`config.mk`:
```
export PLATFORM = sky130hd
export DESIGN_NAME = ssd_scan_driver_flat
export DESIGN_NICKNAME = d
export VERILOG_FILES = /design/src/rtl/ssd_scan_if.sv /design/src/rtl/ssd_scan_driver.sv /design/src/flat_wrapper.sv
export SDC_FILE = /design/constraint.sdc
export NUM_CORES = 1
export LEC_CHECK = 0
export ABC_CLOCK_PERIOD_IN_PS = 5900
export CAP_MARGIN = 5
export CORE_AREA = 8 8 104 106
export DETAILED_ROUTE_END_ITERATION = 10
export DIE_AREA = 0 0 112 114
export PLACE_DENSITY = 0.46
export SETUP_SLACK_MARGIN = 0.1
export SLEW_MARGIN = 15
export SYNTH_ARGS = -nofsm -noshare
export SYNTH_HDL_FRONTEND = slang
export SYNTH_SLANG_ARGS = --single-unit
```
`constraint.sdc`:
```
create_clock -name clk -period 5.9 [get_ports clk]
set_input_delay 0.59 -clock clk [delete_from_list [all_inputs] [get_ports clk]]
set_output_delay 0.59 -clock clk [all_outputs]
set_load 0.05 [all_outputs]
```
`src/rtl/ssd_scan_if.sv`:
```
// ssd_scan_if: digit/control inputs and multiplexed display outputs of ssd_scan_driver
interface ssd_scan_if;
  logic [3:0] digit3;
  logic [3:0] digit2;
  logic [3:0] digit1;
  logic [3:0] digit0;
  logic       blank_lz;
  logic       blink_en;
  logic [3:0] ssd_ctl;
  logic [7:0] segs;
  modport master (
    output digit3, digit2, digit1, digit0, blank_lz, blink_en,
    input  ssd_ctl, segs
  );
  modport slave (
    input  digit3, digit2, digit1, digit0, blank_lz, blink_en,
    output ssd_ctl, segs
  );
endinterface

```
`src/rtl/ssd_scan_driver.sv`:
```
// ssd_scan_driver: time-multiplexes four BCD digits onto a common-anode display with blanking and blink
module ssd_scan_driver #(
  parameter int SCAN_DIV    = 100000,
  parameter int BLINK_TICKS = 500
) (
  input logic        clk,
  input logic        rst_p,
  ssd_scan_if.slave  bus
);
  localparam int SW = SCAN_DIV > 1 ? $clog2(SCAN_DIV) : 1;
  localparam int BW = BLINK_TICKS > 1 ? $clog2(BLINK_TICKS) : 1;
  localparam logic [SW-1:0] SCAN_MAX  = SW'(SCAN_DIV - 1);
  localparam logic [BW-1:0] BLINK_MAX = BW'(BLINK_TICKS - 1);
  logic [SW-1:0] scan_cnt_q, scan_cnt_d;
  logic [BW-1:0] blink_cnt_q, blink_cnt_d;
  logic [1:0]    pos_q, pos_d;
  logic          blink_phase_q, blink_phase_d;
  logic [3:0]    ctl_q, ctl_d;
  logic [7:0]    segs_q, segs_d;
  logic          tick, blink_wrap, lz, dark;
  logic [3:0]    sel;
  function automatic logic [7:0] decode(input logic [3:0] d);
    case (d)
      4'd0:    decode = 8'b0000_0011;
      4'd1:    decode = 8'b1001_1111;
      4'd2:    decode = 8'b0010_0101;
      4'd3:    decode = 8'b0000_1101;
      4'd4:    decode = 8'b1001_1001;
      4'd5:    decode = 8'b0100_1001;
      4'd6:    decode = 8'b0100_0001;
      4'd7:    decode = 8'b0001_1111;
      4'd8:    decode = 8'b0000_0001;
      4'd9:    decode = 8'b0000_1001;
      default: decode = 8'b1111_1101;
    endcase
  endfunction
  always_comb begin
    tick          = scan_cnt_q == SCAN_MAX;
    scan_cnt_d    = tick ? '0 : scan_cnt_q + SW'(1);
    pos_d         = tick ? pos_q + 2'd1 : pos_q;
    blink_wrap    = blink_cnt_q == BLINK_MAX;
    // blink state is forced to zero while disabled so each assertion starts visible
    blink_cnt_d   = !bus.blink_en ? '0 : !tick ? blink_cnt_q : blink_wrap ? '0 : blink_cnt_q + BW'(1);
    blink_phase_d = bus.blink_en && (blink_phase_q ^ (tick && blink_wrap));
    sel = pos_q == 2'd0 ? bus.digit0 :
          pos_q == 2'd1 ? bus.digit1 :
          pos_q == 2'd2 ? bus.digit2 : bus.digit3;
    lz  = bus.blank_lz && (
          pos_q == 2'd3 ? bus.digit3 == 4'd0 :
          pos_q == 2'd2 ? bus.digit3 == 4'd0 && bus.digit2 == 4'd0 :
          pos_q == 2'd1 ? bus.digit3 == 4'd0 && bus.digit2 == 4'd0 && bus.digit1 == 4'd0 : 1'b0);
    dark   = bus.blink_en && blink_phase_q;
    ctl_d  = dark ? 4'b1111 : ~(4'b0001 << pos_q);
    segs_d = (dark || lz) ? 8'hFF : decode(sel);
  end
  always_ff @(posedge clk) begin
    if (rst_p) begin
      scan_cnt_q    <= '0;
      pos_q         <= '0;
      blink_cnt_q   <= '0;
      blink_phase_q <= 1'b0;
      ctl_q         <= 4'b1111;
      segs_q        <= 8'hFF;
    end else begin
      scan_cnt_q    <= scan_cnt_d;
      pos_q         <= pos_d;
      blink_cnt_q   <= blink_cnt_d;
      blink_phase_q <= blink_phase_d;
      ctl_q         <= ctl_d;
      segs_q        <= segs_d;
    end
  end
  assign bus.ssd_ctl = ctl_q;
  assign bus.segs    = segs_q;
endmodule
```
`src/flat_wrapper.sv`:
```
// flat-port wrapper written by rule: the top's interface ports become plain ports
module ssd_scan_driver_flat 
#(
  parameter int SCAN_DIV    = 100000,
  parameter int BLINK_TICKS = 500
)
  (clk, rst_p, bus_digit3, bus_digit2, bus_digit1, bus_digit0, bus_blank_lz, bus_blink_en, bus_ssd_ctl, bus_segs);
  ssd_scan_if bus_i ();
  input logic clk;
  input logic rst_p;
  input wire logic [$bits(bus_i.digit3)-1:0] bus_digit3;
  input wire logic [$bits(bus_i.digit2)-1:0] bus_digit2;
  input wire logic [$bits(bus_i.digit1)-1:0] bus_digit1;
  input wire logic [$bits(bus_i.digit0)-1:0] bus_digit0;
  input wire logic [$bits(bus_i.blank_lz)-1:0] bus_blank_lz;
  input wire logic [$bits(bus_i.blink_en)-1:0] bus_blink_en;
  output wire logic [$bits(bus_i.ssd_ctl)-1:0] bus_ssd_ctl;
  output wire logic [$bits(bus_i.segs)-1:0] bus_segs;
  assign bus_i.digit3 = bus_digit3;
  assign bus_i.digit2 = bus_digit2;
  assign bus_i.digit1 = bus_digit1;
  assign bus_i.digit0 = bus_digit0;
  assign bus_i.blank_lz = bus_blank_lz;
  assign bus_i.blink_en = bus_blink_en;
  assign bus_ssd_ctl = bus_i.ssd_ctl;
  assign bus_segs = bus_i.segs;
  ssd_scan_driver #(.SCAN_DIV(SCAN_DIV), .BLINK_TICKS(BLINK_TICKS)) u_core (.clk(clk), .rst_p(rst_p), .bus(bus_i));
endmodule
```
Word level (Yosys, flattened, before mapping)
Memories as Yosys holds them, arrays and structs flattened. A register that Yosys moved wholly into a read port is not among the register bits.
Cells that the tools add are included.
{"block": "word_totals", "ff_bits": 41, "romBits": 112, "inputBits": 20, "n_memories": 1}
{"block": "classes", "addsub": 3, "eq_ne": 5, "shift": 1, "mux": 7, "bitwise_logic": 3, "reduce_logical": 15}
{"name": "(name not given)", "words": 16, "word_bits": 7, "rd": 1, "rd_clocked_by_memory_dff": 1, "write_ports": 0, "line_no": "ssd_scan_driver.sv:23", "text": "case (d)"}
{"operator": "17-bit by 1-bit adder with 17-bit output, second input constant", "count": 1}
{"operator": "17-bit == test, second input constant", "count": 1}
{"operator": "4-bit zero test", "count": 3}
{"operator": "4-bit 2-to-1 mux", "count": 3}
{"operator": "9-bit by 1-bit adder with 9-bit output, second input constant", "count": 1}
{"operator": "9-bit == test, second input constant", "count": 1}
{"operator": "9-bit 2-to-1 mux", "count": 1}
{"operator": "2-bit OR reduction", "count": 4}
{"operator": "1-bit logical AND", "count": 6}
{"operator": "2-bit == test, second input constant", "count": 2}
{"operator": "4-bit inverter", "count": 1}
{"operator": "1-bit by 2-bit left shift with 4-bit output, first input constant", "count": 1}
{"operator": "1-bit 2-to-1 mux", "count": 3}
{"operator": "2-bit by 1-bit adder with 2-bit output, second input constant", "count": 1}
{"operator": "2-bit by 1-bit == test with 1-bit output, second input constant", "count": 1}
{"operator": "2-bit zero test", "count": 1}
{"operator": "1-bit logical OR", "count": 1}
{"operator": "1-bit inverter", "count": 1}
{"operator": "1-bit bitwise XOR", "count": 1}

Depth between registers and ports, before layout
{"block": "logic_depth", "ltp_word": 9, "mapped_depth": 11, "depth_no_buf": 10}

Worst setup path after synthesis
Ideal clock, no wire load.
{"block": "synth_path", "kind": "register to register", "start": "register u_core.pos_q[0]", "end": "register u_core.segs_q[2] (netlist: u_core.bus.segs[2])", "setup_ns": 0.074, "arrival_time_ns": 2.278, "slack_ns": 3.547, "path_stages_with_launch": 12, "path_buffers": 1, "period_less_slack_ns": 2.353, "path_cell_list": "dfxtp_1 -> inv_1 -> ha_1 -> buf_6 -> mux2i_1 -> a221oi_1 -> inv_1 -> ha_1 -> or2_2 -> o22ai_1 -> a2111oi_2 -> o21ai_0"}
{"block": "synth_between", "elab_chain_len": 7, "word_cells_on_any_way": 13}
{"element": "start: declaration", "line_no": "ssd_scan_driver.sv:16", "text": "logic [1:0] pos_q, pos_d;"}
{"element": "start signal: assignment", "line_no": "ssd_scan_driver.sv:66", "text": "pos_q <= pos_d;"}
{"element": "2-bit by 1-bit == test with 1-bit output", "line_no": "ssd_scan_driver.sv:46, ssd_scan_driver.sv:51"}
{"element": "1-bit 2-to-1 mux", "line_no": "ssd_scan_driver.sv:51", "text": "pos_q == 2'd1 ? bus.digit3 == 4'd0 && bus.digit2 == 4'd0 && bus.digit1 == 4'd0 : 1'b0);"}
{"element": "1-bit 2-to-1 mux", "line_no": "ssd_scan_driver.sv:50", "text": "pos_q == 2'd2 ? bus.digit3 == 4'd0 && bus.digit2 == 4'd0 :"}
{"element": "1-bit 2-to-1 mux", "line_no": "ssd_scan_driver.sv:49", "text": "pos_q == 2'd3 ? bus.digit3 == 4'd0 :"}
{"element": "1-bit logical AND", "line_no": "ssd_scan_driver.sv:48", "text": "lz = bus.blank_lz && ("}
{"element": "1-bit logical OR", "line_no": "ssd_scan_driver.sv:54", "text": "segs_d = (dark || lz) ? 8'hFF : decode(sel);"}
{"element": "2-bit OR reduction (no line)"}
{"element": "end: declaration", "line_no": "ssd_scan_driver.sv:19", "text": "logic [7:0] segs_q, segs_d;"}
Several ways; a longest one is shown, not always the timed one.
A chain may end at the register's enable or synchronous reset.

Worst setup path in the final report
Ends and elaborated chain as after synthesis.

==> impl_results.md <==
* Max_cap viols at 0
* Number of synthesized flops with an enable pin at 0
* Seq/Total Area, Yosys at 0.362
* Detailed-route via count at 1800
* Leak pwr at 0.000937 uW
* Most frequent cells in the layout: dfxtp_1 (40), clkdlybuf4s50_1 (30), nor2_1 (23)
* Yosys reg bits at 40
* Outcome: finished, final reports clean
* Post-synthesis cell count at 243
* CP endpoint kind: register
* Die footprint at 12800 um2
* CTS tree: yes
* Register Area at 801 um2
* Final period util at 0.463
* Root buffer cell: clkbuf_8
* Setup repair bufs after CTS at 0
* PortBufs at 30
* Synth cell types at 51
* Clock latency on the worst-skew pair at 0.29 ns
* DP HPWL at 3.77 mm
* Syn Std Cell Area at 2210 um2
* Maximum VDD drop at 0.0609 mV
* DRC Markers at 0
* YS warnings at 0
* Site row count at 35
* Post-cts sizing count at 0
* DR pass1 iterations at 6
* # hold bufs at CTS at 0
* CTS Sinks at 40
* Total gr overflow at 0
* # placed instances at 373
* Asr flop ratio synth at 0
* Power per cell area at 196 nW/um2
* Unrepaired setup endpoints after global routing: false
* Final-layout fill cell count at 973
* Slowest-stage cell, CP: a221oi_1
* F_max at 366 MHz
* Antenna Violating Nets Remaining at 0
* Drt wl/cell at 13.4 um
* Final WL at 5.12 mm
* Commonest non-fill, non-tap cell in the layout: dfxtp_1
* Placer Congestion at 0.744
* Final Cell Area at 2670 um2
* Share of the synthesized area in the top cell type at 0.362
* Area leader, netlist: dfxtp_1
* Routed vias/inst at 4.72
* Core footprint at 9110 um2
* Initial Util at 0.243
* CP Class: register to register
* Hold Crit Class: register to register
* Worst endpoint required time at 6.11 ns
* Setup TNS at 0 ns
* Fin crit period at 2.73 ns
* Delay-heaviest family, CP: compound AO/OA/AOI/OAI gates
* CP cell instances: inv_1 > ha_1 > mux2i_1 > a221oi_1 > inv_1 > ha_1 > or2_2 > o22ai_1 > a2111oi_2 > o21ai_0
* Primary FF master, synth: dfxtp_1
* Arrival time worst endpoint at 2.95 ns
* Syn nets at 275
* Slew headroom at 0.530
* R2R Setup Slk at 3.17 ns
* Measured slew at the worst slew-check pin at 0.705 ns
* Pin count of the biggest net entering global routing at 18
* Layout area overhead at 20.6%
* Num CTS Buffers at 5
* WP buf/inv at 2
* Clock skew at 0.0179 ns
* Htree depth at 2
* N_diodes at 0
* Endpoints failing hold at 0
* Buffer depth of the longest clock path at 2
* Fin. max-slew vios at 0
* Clock transition at path regs at 0.09 ns
* Worst path max stage delay at 0.54 ns
* Layout cell share with drive strength beyond 1 at 0.0926
* Multi-input combinational cell area at 1310 um2
* First-pass GRT wire length at 8.65 mm
* Synth area leaders: dfxtp_1 (36%), ha_1 (6.8%), nor2_1 (3.9%)
* Area after DPL at 2580 um2
* Worst setup SP type: register
* Initial DRC Count at 96
* Final #Nets at 301
* Vias in the first global route at 1727
* Io pins at 32
* Initial antenna violation count at 0
* Crit path max fanout at 6
* Final setup fails at 0
* Die H at 114 um
* Post-layout util at 0.293
* Average instance area after synthesis at 9.11 um2
* Die Span X at 112 um
* Post-route insts no fill at 381
* GR Util All Layers at 0.0815
[sequential cells by signal (all words and copies together) (netlist names)]
register              count
u_core.scan_cnt_q        17
u_core.blink_phase_q      1
u_core.bus.ssd_ctl        4
u_core.blink_cnt_q        9
u_core.pos_q              2
u_core.bus.segs           7
[worst paths after layout]
path,startpoint,cells after the start,end
worst max-delay path,u_core.pos_q[0],10,u_core.bus.segs[2]
worst min register to register,u_core.scan_cnt_q[0],1,u_core.scan_cnt_q[0]
worst min-delay path,u_core.scan_cnt_q[0],1,u_core.scan_cnt_q[0]
worst max register to register,u_core.pos_q[0],10,u_core.bus.segs[2]
[routing by layer]
layer	GRT usage	part of all wire
met5	0	0
met2	0.127	0.43
met1	0.107	0.52
met4	0.0216	0.0064
met3	0.0243	0.049
[where the power goes]
part	leakage (uW)	internal, uW	switching, uW
registers	0.000325	275	2.77
clock network	0.0000479	82.6	99.8
logic	0.000564	27.4	35.8
total	0.000937	385	138
[synthesized netlist by cell type (2+ instances only)]
cell	instances
nand2b_1	5
o31ai_1	3
mux2_2	2
nand3_1	8
buf_4	2
nor3_1	4
mux2i_1	3
nor2_1	23
and2_1	2
o221a_2	2
nand2_1	16
a211oi_1	2
o21a_1	2
and4bb_2	3
and3_1	4
a31oi_1	4
nor2b_1	4
xnor2_1	5
ha_1	12
nor4_1	2
a21boi_1	2
or3_1	3
buf_6	2
nand4_4	2
a21oi_1	10
inv_1	9
buf_2	6
nor3b_1	3
xor2_1	9
nand4_1	7
and4_1	6
nor4b_4	2
or4_1	4
o21ai_0	11
or2_2	3
dfxtp_1	40
o211ai_1	2
[cell type report]
| cell class | count | share of cell area |
|---|---|---|
| sequential | 40 | 0.300 |
| clock buffer | 5 | 0.0258 |
| inverter | 9 | 0.0127 |
| tap | 111 | 0.0520 |
| timing repair buffer | 30 | 0.112 |
| clock inverter | 3 | 0.00703 |
| multi-input combinational | 183 | 0.490 |
[through the flow]
step	setup slack (ns)	total power, uW	hold WS, ns
floorplan	3.55	321	0.438
global placement	3.05	348	0.463
detailed placement	2.97	348	0.464
CTS	3.16	534	0.484
global route	2.89	550	0.514
finish	3.17	524	0.480
[cell families (layout without fill, tap and decap cells)]
logic type / Yosys count / count (layout) / synth area share
AOI/OAI and AO/OA: 48 / 48 / 0.149
xor gates and xnor gates: 14 / 14 / 0.0554
adders and majority gates: 12 / 12 / 0.0678
buffers and inverters: 20 / 47 / 0.0475
DFF: 40 / 40 / 0.362
muxes: 5 / 5 / 0.0237
other: 1 / 1 / 0.00169
and+or+nand+nor: 103 / 103 / 0.294
Power figures use the tool's default switching activity.
